**config.mk**
```make
export PLATFORM = sky130hd
export DESIGN_NAME = ethernet_tx_arbiter
export DESIGN_NICKNAME = d
export VERILOG_FILES = /design/src/rtl/ethernet_tx_pkg.sv /design/src/rtl/ethernet_rr_arbiter.sv /design/src/rtl/ethernet_tx_arbiter.sv
export SDC_FILE = /design/constraint.sdc
export NUM_CORES = 1
export LEC_CHECK = 0
export ABC_AREA = 1
export CORE_MARGIN = 3
export CORE_UTILIZATION = 46
export CTS_BUF_LIST = sky130_fd_sc_hd__clkbuf_2 sky130_fd_sc_hd__clkbuf_4 sky130_fd_sc_hd__clkbuf_8
export CTS_CLUSTER_SIZE = 25
export DETAILED_ROUTE_END_ITERATION = 10
export PLACE_DENSITY = 0.9
export RECOVER_POWER = 100
export SLEW_MARGIN = 20
export SYNTH_ARGS = -nofsm -noshare
export SYNTH_HDL_FRONTEND = slang
export SYNTH_SLANG_ARGS = --single-unit
```
**constraint.sdc**
```tcl
create_clock -name i_clk -period 12 [get_ports i_clk]
set_clock_uncertainty 0.05 [all_clocks]
set_input_delay 3.6 -clock i_clk [delete_from_list [all_inputs] [get_ports i_clk]]
set_output_delay 3.6 -clock i_clk [all_outputs]
set_load 0.03 [all_outputs]
```
**src/rtl/ethernet_tx_pkg.sv**
```systemverilog
// Shared types and widths for the Ethernet transmit frame arbiter.
package ethernet_tx_pkg;
   localparam int AXIS_DATA_W = 64;
   localparam int AXIS_KEEP_W = 8;
   localparam int FRAME_CNT_W = 16;

   typedef enum logic [1:0] {
      ST_IDLE = 2'd0,
      ST_XFER = 2'd1,
      ST_GAP  = 2'd2
   } tx_state_e;
endpackage

```
**src/rtl/ethernet_rr_arbiter.sv**
```systemverilog
// Combinational rotating-priority pick: the first requester above the last
// winner (wrapping) gets a one-hot grant.
module ethernet_rr_arbiter #(
   parameter  int NUM_SRC = 3,
   localparam int SEL_W   = $clog2(NUM_SRC)
) (
   input  logic [NUM_SRC-1:0] i_req,
   input  logic [SEL_W-1:0]   i_last,
   output logic [NUM_SRC-1:0] o_grant,
   output logic               o_valid
);

   int  best_s;
   int  pick_s;
   int  raw_s;
   int  dist_s;
   logic take_s;

   // Distance from (last+1) mod NUM_SRC; the requester with the smallest distance wins.
   always_comb begin
      best_s  = NUM_SRC;
      pick_s  = 0;
      raw_s   = 0;
      dist_s  = 0;
      take_s  = 1'b0;
      o_grant = '0;
      for (int k = 0; k < NUM_SRC; k++) begin
         raw_s  = k - int'(i_last) - 1;
         dist_s = (raw_s < 0) ? raw_s + NUM_SRC : raw_s;
         take_s = i_req[k] && (dist_s < best_s);
         best_s = take_s ? dist_s : best_s;
         pick_s = take_s ? k : pick_s;
      end
      for (int k = 0; k < NUM_SRC; k++) begin
         o_grant[k] = (|i_req) && (pick_s == k);
      end
   end

   assign o_valid = |i_req;

endmodule

```
**src/rtl/ethernet_tx_arbiter.sv**
```systemverilog
// Frame-level round-robin merge of NUM_SRC AXI-Stream transmit sources onto
// one registered MAC stream, with a programmable inter-frame idle gap.
module ethernet_tx_arbiter
   import ethernet_tx_pkg::*;
#(
   parameter int NUM_SRC    = 3,
   parameter int IFG_CYCLES = 1
) (
   input  logic                           i_clk,
   input  logic                           i_reset,
   input  logic [NUM_SRC-1:0]             s_axis_tvalid,
   input  logic [AXIS_DATA_W*NUM_SRC-1:0] s_axis_tdata,
   input  logic [AXIS_KEEP_W*NUM_SRC-1:0] s_axis_tkeep,
   input  logic [NUM_SRC-1:0]             s_axis_tlast,
   output logic [NUM_SRC-1:0]             s_axis_tready,
   output logic                           m_axis_tvalid,
   output logic [AXIS_DATA_W-1:0]         m_axis_tdata,
   output logic [AXIS_KEEP_W-1:0]         m_axis_tkeep,
   output logic                           m_axis_tlast,
   input  logic                           m_axis_tready,
   output logic [NUM_SRC-1:0]             o_grant,
   output logic                           o_busy,
   output logic [FRAME_CNT_W-1:0]         o_frame_count
);

   localparam int         SEL_W    = $clog2(NUM_SRC);
   localparam logic [3:0] GAP_LOAD = (IFG_CYCLES > 0) ? 4'(IFG_CYCLES - 1) : 4'd0;

   tx_state_e              state_q, state_d;
   logic [NUM_SRC-1:0]     grant_q, grant_d;
   logic [SEL_W-1:0]       last_q, last_d;
   logic [3:0]             gap_q, gap_d;
   logic                   m_valid_q, m_valid_d;
   logic [AXIS_DATA_W-1:0] m_data_q, m_data_d;
   logic [AXIS_KEEP_W-1:0] m_keep_q, m_keep_d;
   logic                   m_last_q, m_last_d;
   logic [FRAME_CNT_W-1:0] frame_cnt_q, frame_cnt_d;

   logic [NUM_SRC-1:0]     arb_grant_s;
   logic                   arb_valid_s;
   logic [SEL_W-1:0]       sel_s;
   logic                   src_valid_s;
   logic [AXIS_DATA_W-1:0] src_data_s;
   logic [AXIS_KEEP_W-1:0] src_keep_s;
   logic                   src_last_s;
   logic                   out_free_s;
   logic                   accept_s;

   ethernet_rr_arbiter #(.NUM_SRC(NUM_SRC)) u_rr (
      .i_req   (s_axis_tvalid),
      .i_last  (last_q),
      .o_grant (arb_grant_s),
      .o_valid (arb_valid_s)
   );

   // Owner mux: grant_q is one-hot (or zero), so OR-ing the gated lanes selects the owner.
   always_comb begin
      sel_s       = '0;
      src_valid_s = 1'b0;
      src_data_s  = '0;
      src_keep_s  = '0;
      src_last_s  = 1'b0;
      for (int k = 0; k < NUM_SRC; k++) begin
         sel_s       = sel_s       | (grant_q[k] ? SEL_W'(k) : '0);
         src_valid_s = src_valid_s | (grant_q[k] & s_axis_tvalid[k]);
         src_data_s  = src_data_s  | (grant_q[k] ? s_axis_tdata[k*AXIS_DATA_W +: AXIS_DATA_W] : '0);
         src_keep_s  = src_keep_s  | (grant_q[k] ? s_axis_tkeep[k*AXIS_KEEP_W +: AXIS_KEEP_W] : '0);
         src_last_s  = src_last_s  | (grant_q[k] & s_axis_tlast[k]);
      end
      out_free_s    = ~m_valid_q | m_axis_tready;
      s_axis_tready = (state_q == ST_XFER) ? (grant_q & {NUM_SRC{out_free_s}}) : '0;
      accept_s      = (state_q == ST_XFER) & src_valid_s & out_free_s;
   end

   // Frame state machine and gap counter next-state.
   always_comb begin
      state_d = state_q;
      grant_d = grant_q;
      last_d  = last_q;
      gap_d   = gap_q;
      case (state_q)
         ST_IDLE: begin
            if (arb_valid_s) begin
               grant_d = arb_grant_s;
               state_d = ST_XFER;
            end else begin
               grant_d = '0;
            end
         end
         ST_XFER: begin
            if (accept_s && src_last_s) begin
               last_d  = sel_s;
               grant_d = '0;
               if (IFG_CYCLES > 0) begin
                  state_d = ST_GAP;
                  gap_d   = GAP_LOAD;
               end else begin
                  state_d = ST_IDLE;
               end
            end else begin
               state_d = ST_XFER;
            end
         end
         ST_GAP: begin
            if (gap_q == 4'd0) begin
               state_d = ST_IDLE;
            end else begin
               gap_d = gap_q - 4'd1;
            end
         end
         default: begin
            state_d = ST_IDLE;
            grant_d = '0;
         end
      endcase
   end

   // Output register: load on accept, drain when the MAC takes it, otherwise hold.
   always_comb begin
      m_valid_d = m_valid_q;
      m_data_d  = m_data_q;
      m_keep_d  = m_keep_q;
      m_last_d  = m_last_q;
      if (accept_s) begin
         m_valid_d = 1'b1;
         m_data_d  = src_data_s;
         m_keep_d  = src_keep_s;
         m_last_d  = src_last_s;
      end else if (m_axis_tready) begin
         m_valid_d = 1'b0;
      end else begin
         m_valid_d = m_valid_q;
      end
      frame_cnt_d = (m_valid_q & m_axis_tready & m_last_q) ?
                    frame_cnt_q + FRAME_CNT_W'(1) : frame_cnt_q;
   end

   // All state flops.
   always_ff @(posedge i_clk or posedge i_reset) begin
      if (i_reset) begin
         state_q     <= ST_IDLE;
         grant_q     <= '0;
         last_q      <= SEL_W'(NUM_SRC - 1);
         gap_q       <= 4'd0;
         m_valid_q   <= 1'b0;
         m_data_q    <= '0;
         m_keep_q    <= '0;
         m_last_q    <= 1'b0;
         frame_cnt_q <= '0;
      end else begin
         state_q     <= state_d;
         grant_q     <= grant_d;
         last_q      <= last_d;
         gap_q       <= gap_d;
         m_valid_q   <= m_valid_d;
         m_data_q    <= m_data_d;
         m_keep_q    <= m_keep_d;
         m_last_q    <= m_last_d;
         frame_cnt_q <= frame_cnt_d;
      end
   end

   assign m_axis_tvalid = m_valid_q;
   assign m_axis_tdata  = m_data_q;
   assign m_axis_tkeep  = m_keep_q;
   assign m_axis_tlast  = m_last_q;
   assign o_grant       = grant_q;
   assign o_busy        = (state_q != ST_IDLE);
   assign o_frame_count = frame_cnt_q;

endmodule

```
==> run summary <==
## Outcome
• run status: finished, violations left
• failing checks: max-capacitance violations, max-slew violations

## Clock network
• CTS tree: built
• clock network latency to the later pin of the worst-skew pair: 0.37 ns
• Setup Buffers After CTS: 0
• H-tree level count: 3
• # clock sinks: 101
• largest buffer count on any clock path: 2
• Hold-fix buffers, CTS: 0
• number of clock buffers inserted by TritonCTS: 9
• clock slew seen by the registers of the worst setup and hold paths: 0.09 ns
• post-cts gate resize count: 0
• CTS root buffer: sky130_fd_sc_hd__clkbuf_8

## Routing
• Via Count: 7187
• wire length per cell after detailed routing: 19.12 um
• Detailed Route Iter0 Violations: 572
• DRT Pass-1 Iters: 5
• final routed DRC violation total: 0
• post-route ant nets: 0
• detailed-route wire length: 25150 um
• per-cell via count in the routed design: 5.465

## Run
• max-cap check violation count: 6

## Timing
• worst hold slack: 0.4165 ns
• transition time of the tightest slew-check pin: 4.083 ns
• Hold Fails Final Rpt: 0
• count of pins over their slew limit: 388
• final critical delay including setup and external delays: 9.144 ns
• setup repair after global routing missed its margin: false
• final-report setup violation count: 0
• relative slew slack: -172.2%
• Fin Setup TNS: 0 ns
• achievable frequency: 109.4 MHz
• final critical-path share of the clock period: 76.20%

## Critical path
• category of the worst setup path capture point: flop
• FF-to-FF setup slack: 4.59 ns
• CP max FO: 100
• startpoint class of the critical path: primary input
• kind of critical path: primary input to flop
• Crit Reg-Reg Endpoint: m_axis_tdata[47]$_DFFE_PP0P_
• worst reg-to-reg path cell count: 7
• arrival time of data at the critical path endpoint: 9.35 ns
• worst path required time: 12.21 ns
• R2R Path Start: o_grant[2]$_DFFE_PP0P_

## Synth
• xor and xnor fraction of the mapped netlist area: 1.728%
• fraction of synthesized cell area taken by the top area cell type: 37.99%
• synth top area cells: sky130_fd_sc_hd__dfrtp_1 (38%), sky130_fd_sc_hd__nand2_1 (17%), sky130_fd_sc_hd__ha_1 (12%), sky130_fd_sc_hd__a21o_1 (8.3%), sky130_fd_sc_hd__a31oi_1 (7.1%)
• Post-Synthesis Mean Instance Area: 7.908 um^2
• prevailing post-synth register cell: sky130_fd_sc_hd__dfrtp_1
• post-synthesis simple-gate area fraction: 23.13%
• sequential element share of the synthesized area: 38.39%
• syn nets: 1126
• main combinational cell family by area after synthesis: simple AND/OR/NAND/NOR gates
• multiplexer share of the synthesized area: 0.1709%
• share of flip-flops with an asynchronous set or reset after synthesis: 100.0%
• adder and majority gate portion of the synthesized area: 13.26%
• most frequent cells after synthesis: sky130_fd_sc_hd__nand2_1 (299), sky130_fd_sc_hd__dfrtp_1 (100), sky130_fd_sc_hd__a31oi_1 (75), sky130_fd_sc_hd__a21o_1 (73), sky130_fd_sc_hd__ha_1 (65)
• Netlist Area Pre-Place: 0.006588 mm^2
• area fraction in compound gates after synthesis: 18.29%
• number of flops mapped to enable cells by yosys: 0
• number of flip-flops and latches in the synthesized netlist: 101
• cell with the most instances after synthesis: sky130_fd_sc_hd__nand2_1
• number of unique standard cell types used by synthesis: 28
• count of mapped cells out of synthesis: 833
• number of warnings reported in the yosys synthesis log: 0
• leading area contributor after synthesis: sky130_fd_sc_hd__dfrtp_1

## Floorplanning
• Placement Rows: 43
• Placeable Area: 0.01393 mm^2
• die height: 125.7 um
• horizontal die dimension: 125.7 um
• I/O pins: 322
• initial core utilization: 47.27%
• Die Outline Area: 0.01579 mm^2

## Finish
• filler instances: 1059
• multi-input logic area: 0.003720 mm^2
• layout cells sized above 1: 3.175%
• layout-stage area growth over the synthesis result: 53.31%
• # nets final: 1422
• area taken by flip-flops and latches: 0.002531 mm^2

## Power and ir drop
• peak supply drop: 120.5 uV
• power density relative to cell area: 262.0 mW/mm^2
• standby leakage power: 5.030 nW

## Global route
• via count of the first global-routing pass: 6929
• antenna violations before repair: 2
• total routing usage reported by global routing: 30.99%
• Congestion Overflow GR: 0
• maximum number of pins on one net before global-route repair: 101
• global-route wire length before repair: 37980 um

## Placement
• placer congestion estimate: 0.9113
• HPWL reported at the end of detailed placement: 19490 um
• quantity of I/O buffers inserted on ports: 321

## Min path
• HP Start: o_frame_count[15]$_DFFE_PP0P_
• HP Class: flop to flop
• hold endpoint: o_frame_count[15]$_DFFE_PP0P_
• cell count of the worst hold path: 1

[cell type report]
cell class                 instances  area share, %
timing repair buffer             326          32.04
multi-input combinational        644          36.83
inverter                          47          1.759
antenna                            1        0.02478
tap                              180          2.230
clock inverter                     6         0.6938
sequential                       101          25.06
clock buffer                      10          1.363
[cell usage in the layout, fill, tap and decap left out, types with 2 or more instances in the layout]
cell type,n
sky130_fd_sc_hd__nor3_1,7
sky130_fd_sc_hd__nand3_2,2
sky130_fd_sc_hd__clkbuf_1,4
sky130_fd_sc_hd__a21o_1,73
sky130_fd_sc_hd__clkinvlp_4,2
sky130_fd_sc_hd__nor2_1,35
sky130_fd_sc_hd__nand4_1,7
sky130_fd_sc_hd__nand2_1,300
sky130_fd_sc_hd__nand2_2,2
sky130_fd_sc_hd__a31oi_1,75
sky130_fd_sc_hd__ha_1,65
sky130_fd_sc_hd__xor2_1,7
sky130_fd_sc_hd__a21oi_1,15
sky130_fd_sc_hd__o21ai_0,12
sky130_fd_sc_hd__dlygate4sd3_1,98
sky130_fd_sc_hd__a211oi_1,2
sky130_fd_sc_hd__nand3_1,17
sky130_fd_sc_hd__or2_2,10
sky130_fd_sc_hd__xnor2_1,6
sky130_fd_sc_hd__dfrtp_1,98
sky130_fd_sc_hd__dfrtp_2,2
sky130_fd_sc_hd__clkbuf_8,10
sky130_fd_sc_hd__clkdlybuf4s50_1,223
sky130_fd_sc_hd__o31ai_1,2
sky130_fd_sc_hd__fa_1,3
sky130_fd_sc_hd__inv_1,46
[metal layers]
layer	up-vias	part of all wire (%)	wire length [um]	track usage, %
met3	72	9.7	2429	8.270
met4	2	5.1	1275	15.88
met5	-	0.056	14	0
met2	395	47	11800	50.76
li1	3378	-	-	-
met1	3340	38	9630	37.66
[state kept, by name, summed over array words and instances, names as in the netlist]
register and count:
m_axis_tkeep 8, state_q 2, gap_q 4, o_grant 3
m_axis_tdata 64, m_axis_tlast 1, m_axis_tvalid 1, last_q 2
o_frame_count 16
[critical path, stage by stage]
cell,delay (ns)
sky130_fd_sc_hd__dlygate4sd3_1,0.58
sky130_fd_sc_hd__nor2_1,0.22
sky130_fd_sc_hd__inv_1,0.12
sky130_fd_sc_hd__nand3_1,1.22
sky130_fd_sc_hd__clkbuf_1,2.95
sky130_fd_sc_hd__a31oi_1,0.23
sky130_fd_sc_hd__a21o_1,0.33
[metrics by stage]
| stage | util (%) | instance area (um^2) | cells | setup slack [ns] | power (mW) |
|---|---|---|---|---|---|
| 4_1_cts | 72.73 | 10130 | 1314 | 3.364 | 2.690 |
| 3_5_place_dp | 71.24 | 9927 | 1298 | 3.372 | 2.449 |
| 3_3_place_gp | 71.24 | 9927 | 1298 | 3.396 | 2.385 |
| 6_report | 72.48 | 10100 | 1315 | 2.856 | 2.646 |
| 5_1_grt | 72.48 | 10100 | 1315 | 2.231 | 2.860 |
| 2_1_floorplan | - | 6588 | 833 | 4.275 | 1.791 |
[report_power, final]
| group | switching, mW | leakage, nW | internal (mW) |
|---|---|---|---|
| Clock | 0.127 | 0.101 | 0.104 |
| Combinational | 1.11 | 3.62 | 0.703 |
| Sequential | 0.110 | 1.31 | 0.490 |
| Total | 1.35 | 5.03 | 1.30 |
[cell families (layout without fill, tap and decap cells)]
logic type,count (synthesis),after routing
AND/OR/NAND/NOR,380,380
AO/OA/AOI/OAI,182,182
flip-flops,101,101
buffers and inverters,88,389
adder cells (fa/ha/maj),68,68
XOR/XNOR,13,13
multiplexers,1,1
other,0,1
[how the worst max path moves through the flow]
stage,slack [ns],endpoint,startpoint
floorplan,4.27,s_axis_tready[0],m_axis_tready
global route,2.23,m_axis_tdata[47]$_DFFE_PP0P_,m_axis_tready
CTS,3.36,s_axis_tready[1],m_axis_tready
global placement,3.40,s_axis_tready[0],m_axis_tready
detailed placement,3.37,s_axis_tready[1],m_axis_tready
finish,2.86,m_axis_tdata[47]$_DFFE_PP0P_,m_axis_tready
(Power assumes the default switching activity.)
